### src/rtl/uart_cfg_core.sv
// uart_cfg_core: UART with a build-time frame format (5..9 data bits, none/odd/even
// parity, 1 or 2 stop bits). It has a 16x oversampled receiver and first-word-fall-through
// TX and RX FIFOs with per-character {frame_err, parity_err} flags.
//
// Handshakes: a TX write is taken on a rising edge where tx_valid && tx_ready.
// An RX pop is taken on a rising edge where rx_valid && rx_ready.
// tx_data/tx_valid need not be held once accepted.
// rx_data/rx_err are stable while rx_valid is high and no pop happens.

module uart_cfg_fifo #(
    parameter int W  = 8,
    parameter int AW = 4
) (
    input  logic          clk,
    input  logic          rst_n,
    input  logic          push_i,
    input  logic [W-1:0]  wdata_i,
    input  logic          pop_i,
    output logic [W-1:0]  rdata_o,
    output logic [AW:0]   level_o,
    output logic          full_o,
    output logic          empty_o
);
    localparam int DEPTH = 1 << AW;

    logic [W-1:0]  mem_q [DEPTH];
    logic [AW-1:0] wr_ptr_q;
    logic [AW-1:0] rd_ptr_q;
    logic [AW:0]   count_q;
    logic          do_push;
    logic          do_pop;

    assign full_o  = (count_q == (AW+1)'(DEPTH));
    assign empty_o = (count_q == '0);
    assign do_push = push_i && !full_o;
    assign do_pop  = pop_i && !empty_o;
    assign level_o = count_q;
    // Head is forced to zero while empty so stale storage never shows.
    assign rdata_o = empty_o ? '0 : mem_q[rd_ptr_q];

    // Storage written on an accepted push; contents need no reset.
    always_ff @(posedge clk) begin
        if (do_push) mem_q[wr_ptr_q] <= wdata_i;
    end

    // Pointer and occupancy bookkeeping.
    always_ff @(posedge clk) begin
        if (!rst_n) begin
            wr_ptr_q <= '0;
            rd_ptr_q <= '0;
            count_q  <= '0;
        end else begin
            if (do_push) wr_ptr_q <= wr_ptr_q + 1'b1;
            if (do_pop)  rd_ptr_q <= rd_ptr_q + 1'b1;
            case ({do_push, do_pop})
                2'b10:   count_q <= count_q + 1'b1;
                2'b01:   count_q <= count_q - 1'b1;
                default: count_q <= count_q;
            endcase
        end
    end
endmodule

module uart_cfg_core #(
    parameter int SYS_CLK_FRP = 50_000_000,
    parameter int BAUDRATE    = 115200,
    parameter int DATA_BITS   = 8,
    parameter int PARITY      = 0,
    parameter int STOP_BITS   = 1,
    parameter int FIFO_AWIDTH = 4
) (
    input  logic                 clk,
    input  logic                 rst_n,
    input  logic [DATA_BITS-1:0] tx_data,
    input  logic                 tx_valid,
    output logic                 tx_ready,
    output logic [FIFO_AWIDTH:0] tx_level,
    output logic                 tx_busy,
    output logic                 uart_tx,
    input  logic                 uart_rx,
    output logic [DATA_BITS-1:0] rx_data,
    output logic [1:0]           rx_err,
    output logic                 rx_valid,
    input  logic                 rx_ready,
    output logic [FIFO_AWIDTH:0] rx_level,
    output logic                 rx_overrun
);
    localparam int DIV = (SYS_CLK_FRP + 8 * BAUDRATE) / (16 * BAUDRATE);
    localparam int CW  = (DIV > 1) ? $clog2(DIV) : 1;

    typedef enum logic [2:0] {ST_IDLE, ST_START, ST_DATA, ST_PARITY, ST_STOP} state_t;

    // Expected parity bit for a character: even -> XOR of data, odd -> XNOR.
    function automatic logic par_bit(input logic [DATA_BITS-1:0] d);
        return (PARITY == 2) ? ^d : ~^d;
    endfunction

    // ---------------- baud tick ----------------
    logic [CW-1:0] baud_cnt_q;
    logic          tick;

    assign tick = (baud_cnt_q == CW'(DIV - 1));

    // Free-running divider, one tick per 1/16 bit period.
    always_ff @(posedge clk) begin
        if (!rst_n || tick) baud_cnt_q <= '0;
        else                baud_cnt_q <= baud_cnt_q + 1'b1;
    end

    // ---------------- FIFOs ----------------
    logic                 tx_pop, tx_full, tx_empty;
    logic [DATA_BITS-1:0] tx_head;
    logic                 rx_push, rx_full, rx_empty;
    logic [DATA_BITS+1:0] rx_wdata, rx_head;

    uart_cfg_fifo #(.W(DATA_BITS), .AW(FIFO_AWIDTH)) u_tx_fifo (
        .clk(clk), .rst_n(rst_n), .push_i(tx_valid), .wdata_i(tx_data), .pop_i(tx_pop),
        .rdata_o(tx_head), .level_o(tx_level), .full_o(tx_full), .empty_o(tx_empty)
    );

    uart_cfg_fifo #(.W(DATA_BITS + 2), .AW(FIFO_AWIDTH)) u_rx_fifo (
        .clk(clk), .rst_n(rst_n), .push_i(rx_push), .wdata_i(rx_wdata), .pop_i(rx_ready),
        .rdata_o(rx_head), .level_o(rx_level), .full_o(rx_full), .empty_o(rx_empty)
    );

    assign tx_ready = !tx_full;
    assign rx_valid = !rx_empty;
    assign rx_data  = rx_head[DATA_BITS-1:0];
    assign rx_err   = rx_head[DATA_BITS+1:DATA_BITS];

    // ---------------- transmitter ----------------
    state_t               tx_state_q, tx_state_d;
    logic [3:0]           tx_tick_q, tx_tick_d;
    logic [3:0]           tx_bit_q, tx_bit_d;
    logic [DATA_BITS-1:0] tx_shift_q, tx_shift_d;
    logic                 tx_par_q, tx_par_d;

    // TX state and datapath registers.
    always_ff @(posedge clk) begin
        if (!rst_n) begin
            tx_state_q <= ST_IDLE;
            tx_tick_q  <= '0;
            tx_bit_q   <= '0;
            tx_shift_q <= '0;
            tx_par_q   <= 1'b0;
        end else begin
            tx_state_q <= tx_state_d;
            tx_tick_q  <= tx_tick_d;
            tx_bit_q   <= tx_bit_d;
            tx_shift_q <= tx_shift_d;
            tx_par_q   <= tx_par_d;
        end
    end

    // TX next state: every move happens on a tick; a new frame is loaded straight
    // from the end of STOP so back-to-back characters have no idle gap.
    always_comb begin
        tx_state_d = tx_state_q;
        tx_tick_d  = tx_tick_q;
        tx_bit_d   = tx_bit_q;
        tx_shift_d = tx_shift_q;
        tx_par_d   = tx_par_q;
        tx_pop     = 1'b0;
        if (tick) begin
            if (tx_state_q == ST_IDLE) begin
                if (!tx_empty) begin
                    tx_pop     = 1'b1;
                    tx_shift_d = tx_head;
                    tx_par_d   = par_bit(tx_head);
                    tx_state_d = ST_START;
                    tx_tick_d  = '0;
                end
            end else if (tx_tick_q != 4'd15) begin
                tx_tick_d = tx_tick_q + 4'd1;
            end else begin
                tx_tick_d = '0;
                case (tx_state_q)
                    ST_START: begin
                        tx_state_d = ST_DATA;
                        tx_bit_d   = '0;
                    end
                    ST_DATA: begin
                        tx_shift_d = tx_shift_q >> 1;
                        if (tx_bit_q == 4'(DATA_BITS - 1)) begin
                            tx_bit_d = '0;
                            if (PARITY != 0) tx_state_d = ST_PARITY;
                            else             tx_state_d = ST_STOP;
                        end else begin
                            tx_bit_d = tx_bit_q + 4'd1;
                        end
                    end
                    ST_PARITY: begin
                        tx_state_d = ST_STOP;
                        tx_bit_d   = '0;
                    end
                    ST_STOP: begin
                        if (tx_bit_q != 4'(STOP_BITS - 1)) begin
                            tx_bit_d = tx_bit_q + 4'd1;
                        end else if (!tx_empty) begin
                            tx_pop     = 1'b1;
                            tx_shift_d = tx_head;
                            tx_par_d   = par_bit(tx_head);
                            tx_state_d = ST_START;
                        end else begin
                            tx_state_d = ST_IDLE;
                        end
                    end
                    default: tx_state_d = ST_IDLE;
                endcase
            end
        end
    end

    // Serial line level for the current TX state.
    always_comb begin
        uart_tx = 1'b1;
        case (tx_state_q)
            ST_START:  uart_tx = 1'b0;
            ST_DATA:   uart_tx = tx_shift_q[0];
            ST_PARITY: uart_tx = tx_par_q;
            default:   uart_tx = 1'b1;
        endcase
    end

    assign tx_busy = (tx_state_q != ST_IDLE);

    // ---------------- receiver ----------------
    logic rx_meta_q, rx_sync_q, rx_prev_q;

    // Two-flop synchronizer plus one delayed copy for falling-edge detection.
    always_ff @(posedge clk) begin
        if (!rst_n) begin
            rx_meta_q <= 1'b1;
            rx_sync_q <= 1'b1;
            rx_prev_q <= 1'b1;
        end else begin
            rx_meta_q <= uart_rx;
            rx_sync_q <= rx_meta_q;
            rx_prev_q <= rx_sync_q;
        end
    end

    state_t               rx_state_q, rx_state_d;
    logic [3:0]           rx_tick_q, rx_tick_d;
    logic [3:0]           rx_bit_q, rx_bit_d;
    logic [DATA_BITS-1:0] rx_shift_q, rx_shift_d;
    logic                 rx_perr_q, rx_perr_d;
    logic                 rx_overrun_d;
    logic                 rx_sample_pt;

    // START samples at half a bit; every later bit one full bit after the previous sample.
    assign rx_sample_pt = tick && (rx_tick_q == ((rx_state_q == ST_START) ? 4'd7 : 4'd15));
    assign rx_wdata     = {~rx_sync_q, rx_perr_q, rx_shift_q};

    // RX state and datapath registers.
    always_ff @(posedge clk) begin
        if (!rst_n) begin
            rx_state_q <= ST_IDLE;
            rx_tick_q  <= '0;
            rx_bit_q   <= '0;
            rx_shift_q <= '0;
            rx_perr_q  <= 1'b0;
            rx_overrun <= 1'b0;
        end else begin
            rx_state_q <= rx_state_d;
            rx_tick_q  <= rx_tick_d;
            rx_bit_q   <= rx_bit_d;
            rx_shift_q <= rx_shift_d;
            rx_perr_q  <= rx_perr_d;
            rx_overrun <= rx_overrun_d;
        end
    end

    // RX next state: a frame starts only on a falling edge, so a line stuck low
    // after a framing error cannot retrigger.
    always_comb begin
        rx_state_d   = rx_state_q;
        rx_tick_d    = rx_tick_q;
        rx_bit_d     = rx_bit_q;
        rx_shift_d   = rx_shift_q;
        rx_perr_d    = rx_perr_q;
        rx_push      = 1'b0;
        rx_overrun_d = 1'b0;
        if (rx_state_q == ST_IDLE) begin
            if (rx_prev_q && !rx_sync_q) begin
                rx_state_d = ST_START;
                rx_tick_d  = '0;
            end
        end else if (tick) begin
            if (!rx_sample_pt) begin
                rx_tick_d = rx_tick_q + 4'd1;
            end else begin
                rx_tick_d = '0;
                case (rx_state_q)
                    ST_START: begin
                        if (rx_sync_q) begin
                            rx_state_d = ST_IDLE;
                        end else begin
                            rx_state_d = ST_DATA;
                            rx_bit_d   = '0;
                            rx_perr_d  = 1'b0;
                        end
                    end
                    ST_DATA: begin
                        rx_shift_d = {rx_sync_q, rx_shift_q[DATA_BITS-1:1]};
                        if (rx_bit_q == 4'(DATA_BITS - 1)) begin
                            if (PARITY != 0) rx_state_d = ST_PARITY;
                            else             rx_state_d = ST_STOP;
                        end else begin
                            rx_bit_d = rx_bit_q + 4'd1;
                        end
                    end
                    ST_PARITY: begin
                        rx_perr_d  = (rx_sync_q != par_bit(rx_shift_q));
                        rx_state_d = ST_STOP;
                    end
                    ST_STOP: begin
                        if (rx_full) rx_overrun_d = 1'b1;
                        else         rx_push      = 1'b1;
                        rx_state_d = ST_IDLE;
                    end
                    default: rx_state_d = ST_IDLE;
                endcase
            end
        end
    end
endmodule

### config.mk
export PLATFORM = sky130hd
export DESIGN_NAME = uart_cfg_core
export DESIGN_NICKNAME = d
export VERILOG_FILES = /design/src/rtl/uart_cfg_core.sv
export SDC_FILE = /design/constraint.sdc
export NUM_CORES = 1
export LEC_CHECK = 0
export ABC_AREA = 1
export BUFFER_PORTS_ARGS = -buffer_cell sky130_fd_sc_hd__buf_2
export CAP_MARGIN = 30
export CORE_MARGIN = 1
export CORE_UTILIZATION = 55
export CTS_CLUSTER_SIZE = 30
export DETAILED_ROUTE_END_ITERATION = 10
export PLACE_DENSITY = 0.71
export SLEW_MARGIN = 20
export SYNTH_ARGS = -nofsm -noshare
export SYNTH_HDL_FRONTEND = slang
export SYNTH_SLANG_ARGS = --single-unit
### constraint.sdc
create_clock -name clk -period 5.7 [get_ports clk]
set_input_delay 0.57 -clock clk [delete_from_list [all_inputs] [get_ports clk]]
set_output_delay 0.57 -clock clk [all_outputs]
set_load 0.05 [all_outputs]
== Yosys cells after proc, flatten, opt, wreduce, memory -nomap -nowiden ==
Memories as Yosys holds them, arrays and structs flattened. A register that Yosys moved wholly into a read port is not among the register bits.
Index checks and enable logic that the tools add are counted.
Widths: inputs -> output; s select.
Cells by class
  add/sub/neg operators: 13
  equal/unequal tests: 30
  mux-type cells: 65
  bitwise operators: 8
  reduce and logical (&&, ||, !) cells: 42
Operators with widths (count)
  $mux 4: 16
  $mux 8: 5
  $add 4x1->4 const B: 8
  $mux 3: 10
  $mux 1: 23
  $pmux 5 s2: 2
  $pmux 8 s2: 1
  $reduce_and 4->1: 4
  $reduce_xnor 8->1: 2
  $add 5x1->5 const B: 3
  $eq 5x5->1 const B: 3
  $reduce_and 5->1: 3
  $reduce_bool 2->1: 7
  $eq 3x2->1 const B: 4
  $ne 2x2->1 const B: 6
  $pmux 3 s4: 1
  $pmux 4 s3: 1
  $logic_not 5->1: 2
  $mux 10: 1
  $sub 5x1->5 const B: 2
  $ne 3x3->1 const B: 3
  $pmux 3 s3: 1
  $reduce_bool 3->1: 3
  $eq 4x3->1 const B: 2
  22 further kinds: 45
Storage, ports and cells
  register bits: 75
  bits in writable memories: 288
  output and inout port bits: 25
  logic and storage cells: 181
  memories: 2
Memories
  u_rx_fifo.mem_q: depth 16, width 10, read ports 1, clocked after Yosys merged registers in 1, write ports 1, RTL line 26  | logic [W-1:0] mem_q [DEPTH];
  u_tx_fifo.mem_q: depth 16, width 8, read ports 1, clocked after Yosys merged registers in 1, write ports 1, RTL line 26

== Longest topological paths before layout ==
  word-level depth: 10
  mapped depth: 20
  depth with buffers taken out: 20

== Modules after synthesis ==
From an unflattened synthesis, not the netlist that was laid out.
Second synthesis, totals
  cells, all modules: 1469
  area, all modules: 15765.1 um2
By module, submodules not included
  uart_cfg_fifo at u_rx_fifo: times used 1, cells each 580, area each 7183.1 um2, sequential area each 5144.9 um2
  uart_cfg_fifo at u_tx_fifo: times used 1, cells each 486, area each 5906.9 um2, sequential area each 4184.0 um2
  uart_cfg_core: times used 1, cells each 403, area each 2675.1 um2, sequential area each 980.9 um2

== Worst setup path before layout ==
No wires, ideal clock.
  path type: register to register
  start point: register u_rx_fifo.count_q[0] (netlist: u_rx_fifo.level_o[0])
  end point: register u_rx_fifo.count_q[4] (netlist: u_rx_fifo.level_o[4])
  setup time: 0.071 ns
  arrival time: 3.106 ns
  setup slack: 2.523 ns
  stages on the path, launching flop included: 16
  path buffers: 0
  clock period less this slack: 3.177 ns
  path through: dfxtp_1 > nor4_2 > nand2_1 > nand2_1 > inv_2 > ha_1 > xor2_1 > ha_1 > inv_1 > nand2_1 > nand2_1 > o21ai_0 > o21ai_0 > a21oi_1 > o21ai_0 > a21oi_1
On the way
  elaborated cells between the ends (all ways): 17
  classes of those cells: 2 x add/sub; 3 x eq/ne; 6 x mux; 6 x reduce/logical
RTL lines
  start, declared: RTL line 29  | logic [AW:0] count_q;
  start signal, assigned: RTL line 56  | 2'b10: count_q <= count_q + 1'b1;
  start signal, assigned: RTL line 57  | 2'b01: count_q <= count_q - 1'b1;
  start signal, assigned: RTL line 58  | default: count_q <= count_q;
  $logic_not 5->1 *: RTL line 34  | assign empty_o = (count_q == '0);
  $logic_not 1->1 *
  via rx_valid: RTL line 83  | output logic rx_valid,
  $logic_and 1x1->1 *: RTL line 36  | assign do_pop = pop_i && !empty_o;
  via u_rx_fifo.do_pop: RTL line 31  | logic do_pop;
  $eq 2x1->1 or $eq 2x2->1 (tied branches): RTL line 55  | case ({do_push, do_pop})
  $pmux 5 s2 or $reduce_bool 2->1 (tied branches)
Mark *: on every way through the listed nets, which the timed path passes. The rest lies on a longest branch.
A chain may end at the register's enable or synchronous reset.

== Worst setup path in the final report ==
  start point: register baud_cnt_q[0]
  end point: register u_rx_fifo.count_q[4] (netlist: u_rx_fifo.level_o[4])
On the way
  longest elaborated chain between the ends: 8
  elaborated cells between the ends (all ways): 10
  classes of those cells: 3 x eq/ne; 4 x mux; 3 x reduce/logical
Ends and longest elaborated chain
  start, declared: RTL line 99  | logic [CW-1:0] baud_cnt_q;
  start signal, assigned: RTL line 107  | else baud_cnt_q <= baud_cnt_q + 1'b1;
  $eq 5x5->1 *: RTL line 102  | assign tick = (baud_cnt_q == CW'(DIV - 1));
  $logic_and 1x1->1: RTL line 252  | assign rx_sample_pt = tick && (rx_tick_q == ((rx_state_q == ST_START) ? 4'd7 : 4'd15));
  $mux 1: RTL line 290  | if (!rx_sample_pt) begin
  $mux 1 *: RTL line 289  | end else if (tick) begin
  $mux 1 *: RTL line 284  | if (rx_state_q == ST_IDLE) begin
  $logic_and 1x1->1 *: RTL line 35  | assign do_push = push_i && !full_o;
  $eq 2x1->1 or $eq 2x2->1 (tied branches): RTL line 55
  $pmux 5 s2 or $reduce_bool 2->1 (tied branches)
Mark *: on every way between the ends. The rest lies on a longest branch, timed or not.

==> out/metrics.cfg <==
[cts]
clock-root-buffer = clkbuf_16
clock_latency_ps = 530
cts.sinks = 371
cts_buffers = 38
path_clk_slew_ps = 60
cts_tree = yes
post_cts_buffers = 0
cts_hold_buf = 0
cts_resized = 0
cts-htree-levels = 2
clockBufferDepth = 3

[synthesis]
syn-num-nets = 1578
synth_top_area_cell = edfxtp_1
mappedNetlistArea_um2 = 15900
postSynthRegisterBits = 371
synthTopCellsByArea = edfxtp_1, dfxtp_1, nand2_1, nor2_1, nand3_1
netlist_instances = 1540
yosysTopAreaCellShare_pct = 54.3
ys_warn_count = 0
ys_seq_area_share_pct = 64.8
ys_types = 44
syn_area_per_cell_um2 = 10.3

[placed_design]
place_ws_ps = 2130
io_buffers = 37
dpl.cell_count = 1902
gp_congestion = 0.825
placed_area_um2 = 16400
hpwl_um = 20300

[sta]
slew_headroom_pct = 37.5
fin_ws_ps = 2020
finalMaxSlewViolations = 0
fin_crit_sh_pct = 64.5
rsz0062_at_grt = no
final-setup-viol-count = 0
hold_viol_final = 0
tightest_slew_ps = 935
fmax_mhz = 272
skew_ps = 28.3
period_needed_ps = 3680
holdWs_ps = 239
tns_ps = 0

[cells_and_area]
mostFrequentLayoutCells = nand2_1, edfxtp_1, nor2_1, inv_1
antennaDiodeCount = 0
synthToLayoutAreaGrowth_pct = 11.0
final_layout_size_suffix_gt1_share_pct = 9.38
multiInputGateArea_um2 = 4750
layout_commonest_cell = nand2_1
finalNonFillerCells = 1977
postLayoutCellArea_um2 = 17700
fill_cells = 2189
regArea_um2 = 10300
final_util_pct = 62.8
nNetsFinal = 1609

[setup_path]
rr_startpoint = baud_cnt_q[0]
cp_max_fo = 12
crit_arrival_ps = 4140
startpoint_type = register
worstPathRequired_ps = 6160
r2r_slack_ps = 2020
critPathKind = reg2reg
rr_endpoint = u_rx_fifo.level_o[4]
r2r_cells = 20
setup.worst_path.end_class = register

[floorplanning]
die_area_um2 = 29600
die_w_um = 172
chipHeight_um = 172
boundaryPins = 38
start_util_pct = 56.5
core_um2 = 28200
rows = 61

[detailed_routing]
dr_wl_met2_um = 16500
routedWlPerCell_um = 17.4
vias_per_cell = 5.53
first_pass_iters = 5
routed.top_layer = met4
wl_um = 34400
drt-met1-wl_um = 14700
route.vias.total = 10900
final_antenna_net_count = 0
route.met3.wl_um = 2460
drc_errors = 0
drt_iter0_drc = 1077

[power_and_ir_drop]
static-leakage-power_nw = 6.68
p_total_mw = 6.82
vdd_ir_drop_max_v = 0.000293
power.density_nw_per_um2 = 386

[global_routing]
grt_util_all_layers_pct = 23.8
grt_pass1_vias = 10100
antenna_found_initial = 0
grt_max_degree = 81
overflow = 0
grt_pass1_wl_um = 54400

[worst_hold_path]
hold_class = in2reg
whs_endpoint = rx_meta_q
hp-start = uart_rx
hold_path_depth = 2

[flow_run]
maxCapViolCount = 0

[status]
status = completed

## cell usage after synthesis, drive strengths merged
library cell    n
a2111oi         1
a211oi          5
a21oi          82
a31oi           1
buf            28
clkbuf         37
clkinv          3
dfxtp          83
edfxtp        288
fa              1
ha             24
inv           141
nand2         305
nand3         130
nand4           9
nor2          190
nor3            5
nor3b           1
nor4            1
o211ai          3
o21ai         133
o21bai          1
o221ai         29
o22ai          13
o311ai          1
o31ai           1
or2             3
xnor2          10
xor2           11
## cell families after synthesis
family	synth area share [%]
simple gates	16.9
compound gates	9.73
fa+ha+maj	2.01
xor+xnor	1.16
buf+inv	5.42
flops	64.8
## critical path, cell delays in order, from the launching register on
cell and delay [ps]:
dfxtp_1 330, inv_1 60, ha_1 130, nand2_1 70
nor3_4 270, nand3_2 120, nor2_2 420, nand3_2 180
a21oi_4 280, inv_2 120, ha_1 290, xor2_1 210
ha_1 170, inv_1 40, nand2_1 90, nand2_1 60
o21ai_0 210, o21ai_0 110, a21oi_1 180, o21ai_0 120
a21oi_1 160
## area by class of cell
cell class	instances	area share (%)
Clock buffer	48	5.88
Clock inverter	20	1.27
Inverter	144	3.06
Multi-Input combinational cell	960	26.9
Sequential cell	371	58.3
Tap cell	378	2.68
Timing Repair Buffer	56	1.93
## per-layer routing
layer  GRT usage [%]  up-vias
met1            32.6     5131
li1                -     5357
met4            6.58        0
met3            3.69       59
met5               0        -
met2            39.6      391
## flip-flops by register name, indices dropped and copies added (netlist names), 3 cells and up, named ones only
signal,flops
u_rx_fifo.mem_q,160
u_tx_fifo.mem_q,128
rx_shift_q,8
tx_shift_q,8
baud_cnt_q,5
u_rx_fifo.level_o,5
u_tx_fifo.level_o,5
rx_bit_q,4
rx_tick_q,4
tx_bit_q,4
tx_tick_q,4
u_rx_fifo.rd_ptr_q,4
u_rx_fifo.wr_ptr_q,4
u_tx_fifo.rd_ptr_q,4
u_tx_fifo.wr_ptr_q,4
rx_state_q,3
tx_state_q,3
## report_power, final
group	switching, mW	internal, mW	total, mW
clock network	1.01	1.48	2.48
logic	1.03	0.326	1.35
registers	0.0449	2.94	2.99
## worst max-delay path by stage
stage | start | depth (start not counted) | to | slack, ps
after floorplan | u_rx_fifo.level_o[0] | 15 | u_rx_fifo.level_o[4] | 2520
after global placement | baud_cnt_q[0] | 20 | u_rx_fifo.level_o[4] | 2200
after detailed placement | baud_cnt_q[0] | 20 | u_rx_fifo.level_o[4] | 2130
after CTS | baud_cnt_q[0] | 20 | u_rx_fifo.level_o[4] | 2040
after global routing | baud_cnt_q[0] | 20 | u_rx_fifo.level_o[4] | 1660
final | baud_cnt_q[0] | 20 | u_rx_fifo.level_o[4] | 2020
Note: power is estimated with default switching activity, not from simulation.
